[config.mk]
export PLATFORM = sky130hd
export DESIGN_NAME = highscore_board
export DESIGN_NICKNAME = d
export VERILOG_FILES = /design/src/rtl/highscore_board.sv
export SDC_FILE = /design/constraint.sdc
export NUM_CORES = 1
export LEC_CHECK = 0
export BUFFER_PORTS_ARGS = -buffer_cell sky130_fd_sc_hd__buf_2
export CORE_AREA = 2 2 136 138
export CTS_BUF_LIST = sky130_fd_sc_hd__clkbuf_8
export DETAILED_ROUTE_END_ITERATION = 7
export DIE_AREA = 0 0 138 140
export PLACE_DENSITY = 0.73
export REMOVE_ABC_BUFFERS = 1
export SLEW_MARGIN = 10
export SYNTH_ARGS = -nofsm -noshare
export SYNTH_HDL_FRONTEND = slang
export SYNTH_SLANG_ARGS = --single-unit
[constraint.sdc]
create_clock -name clk_i -period 8.34 [get_ports clk_i]
set_input_delay 0.834 -clock clk_i [delete_from_list [all_inputs] [get_ports clk_i]]
set_output_delay 0.834 -clock clk_i [all_outputs]
set_load 0.005 [all_outputs]
[src/rtl/highscore_board.sv]
// Best-times table for the reaction timer: keeps the DEPTH lowest non-zero times in ascending order,
// with sorted-shift insertion on each submit edge and a two-press arm/confirm clear.
module highscore_board #(
    parameter int W          = 24,
    parameter int DEPTH      = 4,
    parameter int CLR_WINDOW = 50000000,
    localparam int IW = $clog2(DEPTH),
    localparam int CW = $clog2(DEPTH + 1),
    localparam int TW = (CLR_WINDOW > 1) ? $clog2(CLR_WINDOW) : 1
) (
    input  logic          clk_i,
    input  logic          rst_i,
    input  logic          submit_i,
    input  logic [W-1:0]  time_in_i,
    input  logic          clear_req_i,
    input  logic [IW-1:0] rd_idx_i,
    output logic [W-1:0]  rd_data_o,
    output logic [W-1:0]  best_o,
    output logic [CW-1:0] count_o,
    output logic          accepted_o,
    output logic          new_best_o,
    output logic [CW-1:0] rank_o,
    output logic          clr_armed_o
);

    typedef enum logic {S_IDLE = 1'b0, S_ARMED = 1'b1} clr_state_e;

    clr_state_e    state_q, state_d;
    logic [TW-1:0] timer_q, timer_d;
    logic          submit_q, clear_q;
    logic          sub_edge, clr_edge;
    logic          do_clear, do_offer, window_last;

    logic [W-1:0]  slot_q [DEPTH];
    logic [W-1:0]  slot_d [DEPTH];
    logic [CW-1:0] count_q, count_d;
    logic [CW-1:0] rank_q, rank_d;
    logic [CW-1:0] pos;
    logic          accepted_q, accepted_d;
    logic          new_best_q, new_best_d;

    assign sub_edge    = submit_i & ~submit_q;
    assign clr_edge    = clear_req_i & ~clear_q;
    assign window_last = (timer_q == TW'(CLR_WINDOW - 1));

    // Edge-detect history resets high so a level held through reset is not an edge
    always_ff @(posedge clk_i or posedge rst_i) begin
        if (rst_i) begin
            submit_q <= 1'b1;
            clear_q  <= 1'b1;
        end else begin
            submit_q <= submit_i;
            clear_q  <= clear_req_i;
        end
    end

    always_ff @(posedge clk_i or posedge rst_i) begin
        if (rst_i) begin
            state_q <= S_IDLE;
            timer_q <= '0;
        end else begin
            state_q <= state_d;
            timer_q <= timer_d;
        end
    end

    // A press landing on the last window cycle starts a fresh arm rather than confirming
    always_comb begin
        state_d = state_q;
        timer_d = timer_q;
        case (state_q)
            S_IDLE: begin
                if (clr_edge) begin
                    state_d = S_ARMED;
                    timer_d = '0;
                end
            end
            S_ARMED: begin
                if (window_last) begin
                    if (clr_edge) timer_d = '0;
                    else          state_d = S_IDLE;
                end else if (clr_edge) begin
                    state_d = S_IDLE;
                end else begin
                    timer_d = timer_q + TW'(1);
                end
            end
            default: state_d = S_IDLE;
        endcase
    end

    always_comb begin
        clr_armed_o = (state_q == S_ARMED);
        do_clear    = (state_q == S_ARMED) && clr_edge && !window_last;
    end

    always_comb begin
        pos = '0;
        for (int i = 0; i < DEPTH; i++) begin
            if ((CW'(i) < count_q) && (slot_q[i] <= time_in_i)) pos = pos + CW'(1);
        end
    end

    assign do_offer = sub_edge && (time_in_i != '0) && !do_clear;

    always_comb begin
        slot_d     = slot_q;
        count_d    = count_q;
        rank_d     = rank_q;
        accepted_d = 1'b0;
        new_best_d = 1'b0;
        if (do_clear) begin
            for (int i = 0; i < DEPTH; i++) slot_d[i] = '0;
            count_d = '0;
            rank_d  = CW'(DEPTH);
        end else if (do_offer) begin
            if (pos < CW'(DEPTH)) begin
                if (pos == '0) slot_d[0] = time_in_i;
                for (int i = 1; i < DEPTH; i++) begin
                    if (CW'(i) == pos)     slot_d[i] = time_in_i;
                    else if (CW'(i) > pos) slot_d[i] = slot_q[i-1];
                end
                count_d    = (count_q == CW'(DEPTH)) ? count_q : count_q + CW'(1);
                rank_d     = pos;
                accepted_d = 1'b1;
                new_best_d = (pos == '0);
            end else begin
                rank_d = CW'(DEPTH);
            end
        end
    end

    always_ff @(posedge clk_i or posedge rst_i) begin
        if (rst_i) begin
            for (int i = 0; i < DEPTH; i++) slot_q[i] <= '0;
            count_q    <= '0;
            rank_q     <= CW'(DEPTH);
            accepted_q <= 1'b0;
            new_best_q <= 1'b0;
        end else begin
            slot_q     <= slot_d;
            count_q    <= count_d;
            rank_q     <= rank_d;
            accepted_q <= accepted_d;
            new_best_q <= new_best_d;
        end
    end

    assign best_o     = slot_q[0];
    assign count_o    = count_q;
    assign rank_o     = rank_q;
    assign accepted_o = accepted_q;
    assign new_best_o = new_best_q;
    assign rd_data_o  = (int'(rd_idx_i) < DEPTH) ? slot_q[rd_idx_i] : '0;

endmodule

======== Word-level counts from Yosys, hierarchy flattened ========
Cells that the tools add are included.
storage, ports and cells
  output and inout port bits .............. 57
  RAM bits ................................ 0
  bits in latches ......................... 0
  bits in read-only memories .............. 0
  input port bits ......................... 30
  register bits after elaboration ......... 133
  logic and storage cells ................. 104
  memories ................................ 0
operators by class
  bitwise logic cells ..................... 6
  shift-type cells ........................ 0
  $mul .................................... 0
  $add $sub $neg .......................... 5
  $lt $le $gt $ge ......................... 13
  multiplexer cells ....................... 38
  reduce and logical (&&, ||, !) cells .... 23
  divide/modulo/power cells ............... 0
  equality and inequality tests ........... 7
operator list
  cell                                                       number
  2-to-1 mux 96 bit                                          3
  2-to-1 mux 24 bit                                          9
  <= comparator 24 bit                                       4
  2-to-1 mux 26 bit                                          3
  case mux 26 bit (2 select lines)                           1
  binary-select mux 24 bit (select 2 bit)                    1
  2-to-1 mux 3 bit                                           10
  adder 26 x 1 -> 26 bit (second input constant)             1
  == test 26 bit (second input constant)                     1
  nonzero test 24 bit                                        1
  AND reduction 3 bit                                        5
  adder 3 x 1 -> 3 bit (second input constant)               4
  2-to-1 mux 1 bit                                           10
  nonzero test 3 bit                                         3
  logical AND 1 bit                                          8
  == test 2 x 3 -> 1 bit (first input constant)              2
  > comparator 2 x 3 -> 1 bit (first input constant)         2
  < comparator 1 x 3 -> 1 bit (first input constant)         2
  < comparator 2 x 3 -> 1 bit (first input constant)         2
  nonzero test 2 bit                                         3
  == test 1 x 3 -> 1 bit (first input constant)              1
  == test 3 bit (second input constant)                      1
  greater-or-equal comparator 3 bit (second input constant)  1
  > comparator 1 x 3 -> 1 bit (first input constant)         1
  9 further kinds                                            13

======== Logic depth before layout (Yosys ltp) ========
Gate-level depths: netlist of the first run.
  depth in word-level cells ............... 15
  gate-level depth with buffers ........... 24
  gate-level depth less buffers ........... 23

======== Worst setup path before layout of the first run ========
Ideal clock, no wire load.
  kind .................................... in2reg
  start ................................... input time_in_i[1]
  end ..................................... register slot_q[24] (netlist name)
  stages on the path ...................... 24
  library setup time ...................... 0.123 ns
  path buffers ............................ 2
  arrival ................................. 5.088 ns
  required time ........................... 8.217 ns
  path slack .............................. 3.129 ns
  cells stage by stage .................... inv_1 -> ha_1 -> nor2b_1 -> o21a_1 -> o21a_1 -> o21a_1 -> o21a_1 -> o21a_1 -> o21ai_0 -> nand2b_1 -> a221oi_1 -> o31a_1 -> ha_1 -> clkbuf_1 -> xnor2_2 -> ha_1 -> and2_1 -> nor4bb_1 -> nor3_4 -> nand2_1 -> clkinv_1 -> o21ai_2 -> buf_2 -> o2bb2ai_1
between the ends
  word-level cells in the longest chain between the ends .. 14
  elaborated cells on any way between the ends .. 29
  those cells by class .................... 3 x add/sub; 6 x order compare; 1 x eq/ne; 8 x mux; 11 x reduce/logical
RTL lines
  item                    RTL line  RTL
  start, declared         14        input logic [W-1:0] time_in_i,
  <= comparator 24 bit    100       if ((CW'(i) < count_q) && (slot_q[i] <= time_in_i)) pos = pos + CW'(1);
  logical AND 1 bit       100
  2-to-1 mux 1 bit        100
  adder 3 x 1 -> 3 bit    100
  2-to-1 mux 3 bit        100
  adder 3 x 1 -> 3 bit    100
  2-to-1 mux 3 bit        100
  adder 3 x 1 -> 3 bit    100
  2-to-1 mux 3 bit        100
  == test 2 x 3 -> 1 bit  120       if (CW'(i) == pos) slot_d[i] = time_in_i;
  2-to-1 mux 24 bit       120
  2-to-1 mux 96 bit       117       if (pos < CW'(DEPTH)) begin
  2-to-1 mux 96 bit       116       end else if (do_offer) begin
  2-to-1 mux 96 bit       112       if (do_clear) begin
  end signal, assigned    141       slot_q <= slot_d;
  end, declared           34        logic [W-1:0] slot_q [DEPTH];
Several ways; a longest one is shown, not always the timed one. The select of a mux whose other input is x is not followed.
A chain may end at the register's enable or synchronous reset.

======== Final worst setup path of the first run ========
  start ................................... input time_in_i[1]
  end ..................................... register slot_q (netlist bit best_o[17])
between the ends
  word-level cells in the longest chain between the ends .. 12
  elaborated cells on any way between the ends .. 24
  those cells by class .................... 3 x add/sub; 5 x order compare; 4 x mux; 12 x reduce/logical
RTL lines
  item                                                     RTL line
  <= comparator 24 bit                                     100
  logical AND 1 bit                                        100
  2-to-1 mux 1 bit                                         100
  adder 3 x 1 -> 3 bit                                     100
  2-to-1 mux 3 bit                                         100
  adder 3 x 1 -> 3 bit                                     100
  2-to-1 mux 3 bit                                         100
  adder 3 x 1 -> 3 bit                                     100
  2-to-1 mux 3 bit                                         100
  < comparator 3 bit or logical NOT 3 bit (tied branches)  117, 118
  nonzero test 2 bit (no line)                             -
  AND reduction 3 bit (no line) *                          -
Mark *: on every way between the ends. The rest lies on a longest branch, timed or not.

==> impl_results.md, run 1 <==
* Status: complete, no violations
* FFs w/ async S/R, synth at 100%
* Latest clock arrival within the worst-skew pair at approximately 450 ps
* Hold Crit Class: reg -> reg
* Synth Register Bits at approximately 130
* Resized cells post-CTS at 0
* VDD IR max at approximately 300 uV
* Die Y at between 100 and 150 um
* EDFF count, synth at 0
* Final Cycle Share at ~84%
* Syn_area_per_cell at slightly below 10 um^2
* Arrival time at the worst endpoint at around 7400 ps
* Hold Path Cell Cnt at 2
* LEAKAGE at 0.00475 uW
* Startpoint types: input port
* Hold_buf cts at 0
* Clk root buf: clkbuf_8
* Nets at roughly 1,200
* Area Overhead vs Synth at 8.11%
* Tot GR Track Use at between 20 and 30%
* R2R cell count at 21
* Max cap viols at 0
* RR Startpoint: slot_q[49]
* Placed wire-length estimate at approximately 19,000 um
* Setup CP Type: in -> reg
* Detailed Routing Iterations Pass 1 at 5
* Largest net degree at the start of global routing at 78
* Area leader, netlist: dfrtp_1
* Detailed Route WL at ~27,000 um
* Top Ports at a little under 90
* Predominant post-synthesis flop cell: dfrtp_1
* Slew @ Worst Pin at roughly 1200 ps
* Slew headroom at a little under a fifth
* Design Power at approximately 4100 uW
* Clock Pin Slew Worst Setup and Hold Paths at 80 ps
* Final GP Congestion at a little over 0.9
* Initial antenna violation count at 0
* Core area at 17,800 um^2
* R2R setup slack at 1560 ps
* Fin. Hold Viols at 0
* PD cells at 392 nW/um^2
* DR iter-0 viols at about 800
* Synthesized instance count at ~1,000
* Die ar. at between 15,000 and 20,000 um^2
* CP max stage delay at between 800 and 900 ps
* Vias per cell at 6.44
* Initial core utilization at between 50% and 60%
* Worst Path Max Fanout at 25
* Number of global-route vias before repair at ~8,000
* Hold Path Sink: rank_o[2]
* Synthesis Warnings at 0
* Req. time, crit path at about 8700 ps
* # port buffers at 86
* DR WL/cell at ~21 um
* FMAX at approximately 140 MHz
* RSZ-0062 raised after global routing: no
* Fill cells at approximately 1,600
* Critical-path top delay cell: nand3_2
* Num CTS Buffers at 17
* Setup Viol. Count Final at 0
* CTS max path bufs at 2
* DRC at 0
* Postcts setup bufs at 0
* Cell mode on critical path: o21a_1
* Hold Crit Start: rank_o[2]
* Ant. Diodes at 0
* Worst path cell trace: buf_2 -> inv_1 -> ha_1 -> nor2b_1 -> o21a_1 -> o21a_1 -> o21a_1 -> o21a_1 -> o21a_1 -> o21ai_0 -> nand2b_1 -> a221oi_1 -> o31a_1 -> ha_1 -> xnor2_2 -> ha_1 -> and2_1 -> a2bb2oi_1 -> nor3_4 -> nand3_2 -> nor2_2 -> buf_4 -> a22o_1
* First-pass GRT wire length at about 44,000 um
* Final Slew Violations at 0
* Netlist cell types at 66
* Clock skew at 15.4 ps
* Synthesized area at 9610 um^2
* Final worst path period need at about 7000 ps
* GRT overflow at 0
* Num rows at 49
* H-tree Lvls at 4
* Crit path capture type: flop
* CTS Sinks at 133
* Reg2reg end: best_o[17]
* Die W at 138 um
* TritonCTS clock tree: yes
* Detail Route Antenna Nets at 0
* Worst setup path start: time_in_i[1]
* Detailed-route via count at about 8,200
* Register area share after synthesis at 34.7%
* Top cell type's share of synthesized area at around 34%
* TNS Setup at 0 ps
* Most common cell in the synthesized netlist: dfrtp_1
* Commonest cells post-synth: dfrtp_1, a21oi_1, ha_1
* Layout cell share with drive strength beyond 1 at roughly 16%
* Largest cells by area after synthesis: dfrtp_1, ha_1, a21oi_1
through the flow:
stage / util (%) / hold WS [ps] / instance area [um^2] / cells / worst slack (ps)
after floorplan: - / 449 / 9190 / 920 / 1940
after global placement: 56.3 / 448 / 10000 / 1246 / 1250
after detailed placement: 56.3 / 460 / 10000 / 1246 / 1000
after CTS: 58.4 / 468 / 10400 / 1278 / 1490
after global routing: 58.5 / 459 / 10400 / 1278 / 854
final: 58.5 / 465 / 10400 / 1278 / 1330
cell families after synthesis:
logic type / after synthesis / share of synthesized area (%)
flops: 133 / 34.7
compound gates: 323 / 21.4
xor+xnor: 4 / 0.443
mux: 76 / 11.1
buf+inv: 115 / 6.07
fa+ha+maj: 102 / 13.3
simple gates: 240 / 13.1
worst max-delay path by stage:
stage | endpoint | slack [ps]
floorplan | best_o[0] | 1940
global placement | best_o[22] | 1250
detailed placement | best_o[17] | 1000
CTS | best_o[17] | 1490
global route | best_o[17] | 850
finish | best_o[17] | 1330
cell usage in the layout (no fill, tap or decap), types with 3 or more instances in the layout:
cell	netlist	layout
nand3_1	25	25
and4_1	3	3
buf_2	7	86
buf_4	26	11
and3_1	9	9
and2_1	7	7
or3_1	4	4
a22o_1	26	26
inv_1	41	45
dfstp_2	3	3
mux4_2	24	24
o21ai_0	65	65
nor4_1	9	9
nor3_1	16	16
a21o_1	13	13
ha_1	102	102
o21ai_1	22	22
or2_2	3	3
nor3b_1	3	3
clkinv_2	0	4
a211oi_1	3	3
dfrtp_1	130	130
a21oi_1	112	112
xnor2_1	3	3
a32o_1	6	6
o21a_1	8	8
nand4_1	24	24
nor2b_1	15	15
nand2_1	74	74
o211ai_1	12	12
a221oi_1	3	3
clkbuf_8	0	22
nand2b_1	10	10
mux2i_1	51	51
o2bb2ai_1	24	24
o31ai_1	9	9
nor2_1	27	27
power breakdown:
group,internal [uW],switching (uW),total [uW]
sequential,868,259,1130
combinational,997,1420,2420
clock,268,258,526
total,2130,1940,4070
cell type report:
type                       instances  area (um^2)  area share [%]
tap                              229          287            2.76
inverter                          42          163            1.57
clock buffer                      22          303            2.91
multi-input combinational        745         5730            55.1
sequential                       133         3330            32.1
clock inverter                    10         68.8           0.662
timing repair buffer              97          513            4.94
sequential cells by signal, indices dropped and copies added, names as in the netlist, 3 cells and up:
register / cells
rank_o: 3
timer_q: 26
count_o: 3
slot_q: 72
best_o: 24
metal layers:
layer	vias to the layer above	GRT usage, %	share of wire, %
li1	3812	-	-
met1	4003	39.0	43
met2	369	45.1	47
met3	44	5.61	7.6
met4	0	9.94	2.1
met5	-	0	0
critical path: cells and delay by family:
family	cells	cell delay, ps
and+or+nand+nor	6	2660
AOI/OAI and AO/OA	10	1920
adders and majority gates	3	980
buffers and inverters	3	630
xor gates and xnor gates	1	340
Note: power is estimated with default switching activity, not from simulation.
==> inputs of run 2 (changes only) <==
PLACE_DENSITY = 0.76   (was 0.73)
clock period = 5.6 ns   (was 8.34 ns; I/O delays follow)
==> run 2 against run 1 <==
Combinational power grew 59%. Global-route usage rose by 1.1 points. Sequential share of layout area is 0.52 points lower. Register-to-register slack got worse by 1100 ps. Clock skew rose by 4.1 ps. Final area increased by 1.6%. Die area stayed put. Utilization grew 0.96 points. Non-clock buffer count increased by 13. Sequential cell count is the same. Clock-buffer cell count down 4. Sequential power is 50% higher.
==> impl_results.md, run 2 (synthesis results as in run 1) <==
* Resized cells post-CTS at 0 (unchanged)
* Arrival time at the worst endpoint at 5530 ps (was 7390 ps)
* Final Cycle Share at between 90% and 100%
* Die ar. at 19,300 um^2 (unchanged)
* Req. time, crit path at 5970 ps (was 8720 ps)
* Worst setup path end: slot_q[26] (was best_o[17])
* Final GP Congestion at 0.934 (was 0.933)
* Slew @ Worst Pin at 1130 ps (was 1220 ps)
* Fin. Hold Viols at 0 (unchanged)
* Num CTS Buffers at 17 (unchanged)
* Setup CP Type: reg -> reg (was in -> reg)
* Commonest non-fill, non-tap cell in the layout: dfrtp_1 (unchanged)
* RSZ-0062 raised after global routing: no (unchanged)
* Levels on crit path at 21 (was 23)
* Most frequent cells in the layout: dfrtp_1, a21oi_1, ha_1 (unchanged)
* Largest net degree at the start of global routing at 77 (was 78)
* Hold Crit Class: in -> async (was reg -> reg)
* Cell mode on critical path: o21a_1 (unchanged)
* Setup ws final at 444 ps (was 1330 ps)
* Final instance area at 10,600 um^2 (was 10,400 um^2)
* Startpoint types: flop (was input port)
* Reg2reg end: slot_q[26] (was best_o[17])
* LEAKAGE at 0.00483 uW (was 0.00475 uW)
* Postcts setup bufs at 0 (unchanged)
* R2R setup slack at 440 ps (was 1560 ps)
* Design Power at 6390 uW (was 4070 uW)
* GRT overflow at 0 (unchanged)
* Hold_buf cts at 0 (unchanged)
* Top Ports at 87 (unchanged)
* CTS max path bufs at 2 (unchanged)
* Layout cell share with drive strength beyond 1 at 17.7% (was 16.4%)
* Crit path capture type: flop (unchanged)
* Worst path bufs/invs at 2 (was 3)
* Worst Path Max Fanout at 24 (was 25)
* R2R cell count at 21 (unchanged)
* Max cap viols at 0 (unchanged)
* Clock skew at 19.5 ps (was 15.4 ps)
* Placed cell area at 10,200 um^2 (was 10,000 um^2)
* Die Y at 140 um (unchanged)
* Die W at 138 um (unchanged)
* Area Overhead vs Synth at 9.89% (was 8.11%)
* Initial antenna violation count at 0 (unchanged)
* Post-place setup slack at 80.0 ps (was 1000 ps)
* Num rows at 49 (unchanged)
* Fin util at 59.4% (was 58.5%)
* Clock Pin Slew Worst Setup and Hold Paths at 80 ps (about the same)
* Clk root buf: clkbuf_8 (unchanged)
* Detail Route Antenna Nets at 0 (unchanged)
* Top reg by flops: slot_q (unchanged)
* Vias per cell at 6.58 (was 6.44)
* Setup Viol. Count Final at 0 (unchanged)
* Max FFs per register at 72 (unchanged)
* Detailed Route WL at 27,800 um (was 27,200 um)
* Tot GR Track Use at 29.5% (was 28.4%)
* DR iter-0 viols at 705 (was 796)
* Core area at 17,800 um^2 (unchanged)
* Crit path max-delay family: compound AO/OA/AOI/OAI gates (was simple AND/OR/NAND/NOR gates)
* CP max stage delay at 500 ps (was 830 ps)
* Worst setup path start: slot_q[49] (was time_in_i[1])
* Slew headroom at 24.7% (was 18.9%)
* Latest clock arrival within the worst-skew pair at 460 ps (was 450 ps)
* Ant. Diodes at 0 (unchanged)
* Final worst path period need at 5160 ps
* DR WL/cell at 21.5 um (was 21.3 um)
* TritonCTS clock tree: yes (unchanged)
* DRC at 0 (unchanged)
* TNS Setup at 0 ps (unchanged)
* CTS Sinks at 133 (unchanged)
* PD cells at 605 nW/um^2 (was 392 nW/um^2)
* Detailed Routing Iterations Pass 1 at 5 (unchanged)
* FMAX at roughly 190 MHz
* Final Slew Violations at 0 (unchanged)
* # port buffers at 86 (unchanged)
* Nets at 1,181 (was 1,168)
* VDD IR max at 490 uV (was 300 uV)
* Detailed-route via count at 8,491 (was 8,228)
* Critical-path top delay cell: nor4bb_1 (was nand3_2)
* Worst path cell trace: ha_1 -> nor2b_1 -> o21a_1 -> o21a_1 -> o21a_1 -> o21a_1 -> o21a_1 -> o21ai_0 -> nand2b_1 -> a221oi_1 -> o31a_1 -> ha_1 -> xnor2_2 -> ha_1 -> and2_1 -> nor4bb_1 -> nor3_4 -> buf_4 -> o22ai_2 -> buf_4 -> o2bb2ai_1 (was buf_2 -> inv_1 -> ha_1 -> nor2b_1 -> o21a_1 -> o21a_1 -> o21a_1 -> o21a_1 -> o21a_1 -> o21ai_0 -> nand2b_1 -> a221oi_1 -> o31a_1 -> ha_1 -> xnor2_2 -> ha_1 -> and2_1 -> a2bb2oi_1 -> nor3_4 -> nand3_2 -> nor2_2 -> buf_4 -> a22o_1)
* Status: complete, no violations (unchanged)
* H-tree Lvls at 4 (unchanged)
* Number of global-route vias before repair at 8,401 (was 7,965)
* RR Startpoint: slot_q[49] (unchanged)
* Initial core utilization at 54.1% (unchanged)
* First-pass GRT wire length at 45,100 um (was 43,600 um)
* Placed wire-length estimate at 19,300 um (was 18,500 um)
run 2: cell types whose count changed in the layout (fill, tap and decap cells not counted):
cell        previous run  this run
o21ai_4                2         1
o22ai_2                0         1
buf_4                 11        20
clkinvlp_4             0         2
clkinv_4               0         4
inv_1                 45        42
o21ai_2                1         2
clkbuf_8              22        18
bufinv_16              1         3
o22ai_4                1         0
clkinv_2               4         3
buf_12                 0         4
run 2: area by class of cell:
class,instances,area [um^2]
multi-input cells,745,5710
flip-flops and latches,133,3330
inverters,42,163
repair buffers,110,661
clock inverters,14,163
fillers,1517,7220
clock buffers,18,248
well taps,229,287
run 2: stage by stage:
| step | hold slack [ps] | std cells |
|---|---|---|
| after CTS | 189 | 1291 |
| after global placement | 463 | 1259 |
| final | 195 | 1291 |
| after floorplan | 449 | 920 |
| after detailed placement | 466 | 1259 |
| after global routing | 190 | 1291 |
run 2: worst min path at each step:
stage	startpoint	to	slack (ps)	cells past startpoint
finish	rst_i	slot_q[53]	200	2
global route	submit_i	submit_q	190	1
CTS	submit_i	submit_q	190	1
detailed placement	rank_o[2]	rank_o[2]	470	2
global placement	rank_o[2]	rank_o[2]	460	2
floorplan	rank_o[2]	rank_o[2]	450	2
run 2: per-layer routing:
| metal | vias up | global-route usage, % | routed length, um |
|---|---|---|---|
| li1 | 3836 | - | - |
| met1 | 4160 | 40.9 | 12100 |
| met2 | 437 | 44.0 | 12500 |
| met3 | 58 | 7.86 | 2480 |
| met4 | 0 | 12.0 | 821 |
| met5 | - | 0 | 0 |
run 2: power breakdown:
group	internal (uW)	total [uW]	switching, uW
Sequential	1290	1690	402
Clock	448	849	400
Combinational	1680	3850	2170
Total	3420	6390	2970
==> inputs of run 3 (changes only) <==
RECOVER_POWER = 50   (was default)
==> run 3 against run 2 <==
The run now ends with capacitance limit, slew limit left. Wire length rose by 0.45%. Clock power barely moved. Sequential cell count unchanged. Sequential power hardly changed. First-iteration DRC count is 1.6% lower.
==> impl_results.md, run 3 (synthesis results as in run 1) <==
* Sequential cell area at 3330 um^2 (unchanged)
* Num CTS Buffers at 17 (unchanged)
* Hold Path Cell Cnt at 1
* Placed wire-length estimate at 19,300 um (unchanged)
* Clock Pin Slew Worst Setup and Hold Paths at 80 ps (about the same)
* Max cap viols at 1 (was 0)
* Worst setup path start: slot_q[49] (unchanged)
* LEAKAGE at 0.00479 uW (was 0.00483 uW)
* Critical-path top delay cell: nor4bb_1 (unchanged)
* Layout Cells excl Fill at 1,291 (unchanged)
* Fill cells at 1,522 (was 1,517)
* GRT overflow at 0 (unchanged)
* Setup ws final at 414 ps (was 444 ps)
* Max FFs per register at 72 (unchanged)
* Design Power at 6400 uW (was 6390 uW)
* Hold Crit Class: in -> reg (was in -> async)
* Setup Viol. Count Final at 0 (unchanged)
* Startpoint types: flop (unchanged)
* DR iter-0 viols at 694 (was 705)
* Status: finished with violations (was complete, no violations)
* Most frequent cells in the layout: dfrtp_1, a21oi_1, ha_1 (unchanged)
* # port buffers at 86 (unchanged)
* Worst Path Max Fanout at 24 (unchanged)
* VDD IR max at 501 uV (was 490 uV)
* DR WL/cell at 21.6 um (was 21.5 um)
* Vias per cell at 6.53 (was 6.58)
* Num rows at 49 (unchanged)
* Detailed-route via count at 8,431 (was 8,491)
* Cell mode on critical path: o21a_1 (unchanged)
* TritonCTS clock tree: yes (unchanged)
* RR Startpoint: slot_q[49] (unchanged)
* Failing checks: capacitance limit, slew limit
* CTS max path bufs at 2 (unchanged)
* Hold Crit Start: submit_i
* Final worst path period need at 5190 ps (was 5160 ps)
* Hold Path Sink: submit_q
* Clock skew at 17.6 ps (was 19.5 ps)
* Final Slew Violations at 77 (was 0)
* Top Ports at 87 (unchanged)
* Initial core utilization at 54.1% (unchanged)
* Reg2reg end: slot_q[26] (unchanged)
* Top reg by flops: slot_q (unchanged)
* Layout cell share with drive strength beyond 1 at 16.7% (was 17.7%)
* Die ar. at 19,300 um^2 (unchanged)
* Post-place setup slack at 80.0 ps (unchanged)
* RSZ-0062 raised after global routing: no (unchanged)
* Setup CP Type: reg -> reg (unchanged)
* Resized cells post-CTS at 0 (unchanged)
* Final Cycle Share at 92.6% (was 92.1%)
* PD cells at 607 nW/um^2 (was 605 nW/um^2)
* CTS Sinks at 133 (unchanged)
* Detail Route Antenna Nets at 0 (unchanged)
* Final GP Congestion at 0.934 (unchanged)
* Clk root buf: clkbuf_8 (unchanged)
* Commonest non-fill, non-tap cell in the layout: dfrtp_1 (unchanged)
* Slew headroom at -132% (was 24.7%)
* R2R setup slack at 410 ps (was 440 ps)
* H-tree Lvls at 4 (unchanged)
* FMAX at 193 MHz (was 194 MHz)
* Worst path cell trace: ha_1 -> nor2b_1 -> o21a_1 -> o21a_1 -> o21a_1 -> o21a_1 -> o21a_1 -> o21ai_0 -> nand2b_1 -> a221oi_1 -> o31a_1 -> ha_1 -> xnor2_2 -> ha_1 -> and2_1 -> nor4bb_1 -> nor3_4 -> buf_4 -> o22ai_2 -> buf_4 -> o2bb2ai_1 (unchanged)
* Hold_buf cts at 0 (unchanged)
* First-pass GRT wire length at 45,100 um (unchanged)
* Arrival time at the worst endpoint at 5560 ps (was 5530 ps)
* DRC at 0 (unchanged)
* Postcts setup bufs at 0 (unchanged)
* Placed cells at 1,259 (unchanged)
* Detailed Route WL at 27,900 um (was 27,800 um)
* Fin. Hold Viols at 0 (unchanged)
* CP max stage delay at 500 ps (about the same)
* Core area at 17,800 um^2 (unchanged)
* Nets at 1,181 (unchanged)
* Ant. Diodes at 0 (unchanged)
* Req. time, crit path at 5970 ps (about the same)
* Detailed Routing Iterations Pass 1 at 6 (was 5)
* Tot GR Track Use at 29.5% (unchanged)
* Multi-input gate area at 5710 um^2 (unchanged)
* R2R cell count at 21 (unchanged)
* Number of global-route vias before repair at 8,401 (unchanged)
* Crit path capture type: flop (unchanged)
* Initial antenna violation count at 0 (unchanged)
* Area Overhead vs Synth at 9.68% (was 9.89%)
* Latest clock arrival within the worst-skew pair at 460 ps (about the same)
* Largest net degree at the start of global routing at 77 (unchanged)
* Die Y at 140 um (unchanged)
* Slew @ Worst Pin at 3460 ps (was 1130 ps)
* Die W at 138 um (unchanged)
[run 3: cell count changes in the layout (fill, tap and decap cells not counted), sizes merged]
cell	before	now
clkinvlp	2	3
clkbuf	18	28
buf	110	100
inv	43	42
[run 3: area by class of cell]
type / count / share of cell area (%)
Timing Repair Buffer: 110 / 6.11
Clock buffer: 18 / 2.35
Multi-Input combinational cell: 745 / 54.2
Sequential cell: 133 / 31.6
Clock inverter: 14 / 1.54
Tap cell: 229 / 2.72
Inverter: 42 / 1.51
[run 3: where the power goes]
part	total [uW]	switching, uW	internal (uW)
clock network	848	400	448
registers	1700	403	1290
logic	3860	2190	1670
[run 3: metal layers]
layer	routed length (um)	share of wire (%)	GRT usage (%)
met5	0	0	0
met4	942	3.4	12.0
met2	12400	44	44.0
met1	12300	44	40.9
met3	2380	8.5	7.86
[run 3: worst max-delay path, delay by kind of cell, from the launching register on]
family	cells	cell delay, ps
compound gates	10	1930
buf+inv	2	600
simple gates	5	980
flops	1	430
fa+ha+maj	3	930
xor+xnor	1	220
[run 3: worst max path at each step]
stage                            end  slack [ps]  cells past startpoint
after floorplan            best_o[0]        -530                     21
after global placement    slot_q[37]         280                     24
after detailed placement  slot_q[30]          80                     24
after CTS                 slot_q[30]         460                     22
after global routing      slot_q[35]          80                     22
final                     slot_q[26]         410                     21
[run 3: per-stage QoR]
stage	TNS [ps]	cell area, um^2	hold slack, ps	utilization [%]
after detailed placement	0	10200	466	57.1
final	0	10500	212	59.3
after floorplan	-13120	9190	449	-
after CTS	0	10600	189	59.4
after global placement	0	10200	463	57.1
after global routing	0	10500	190	59.3
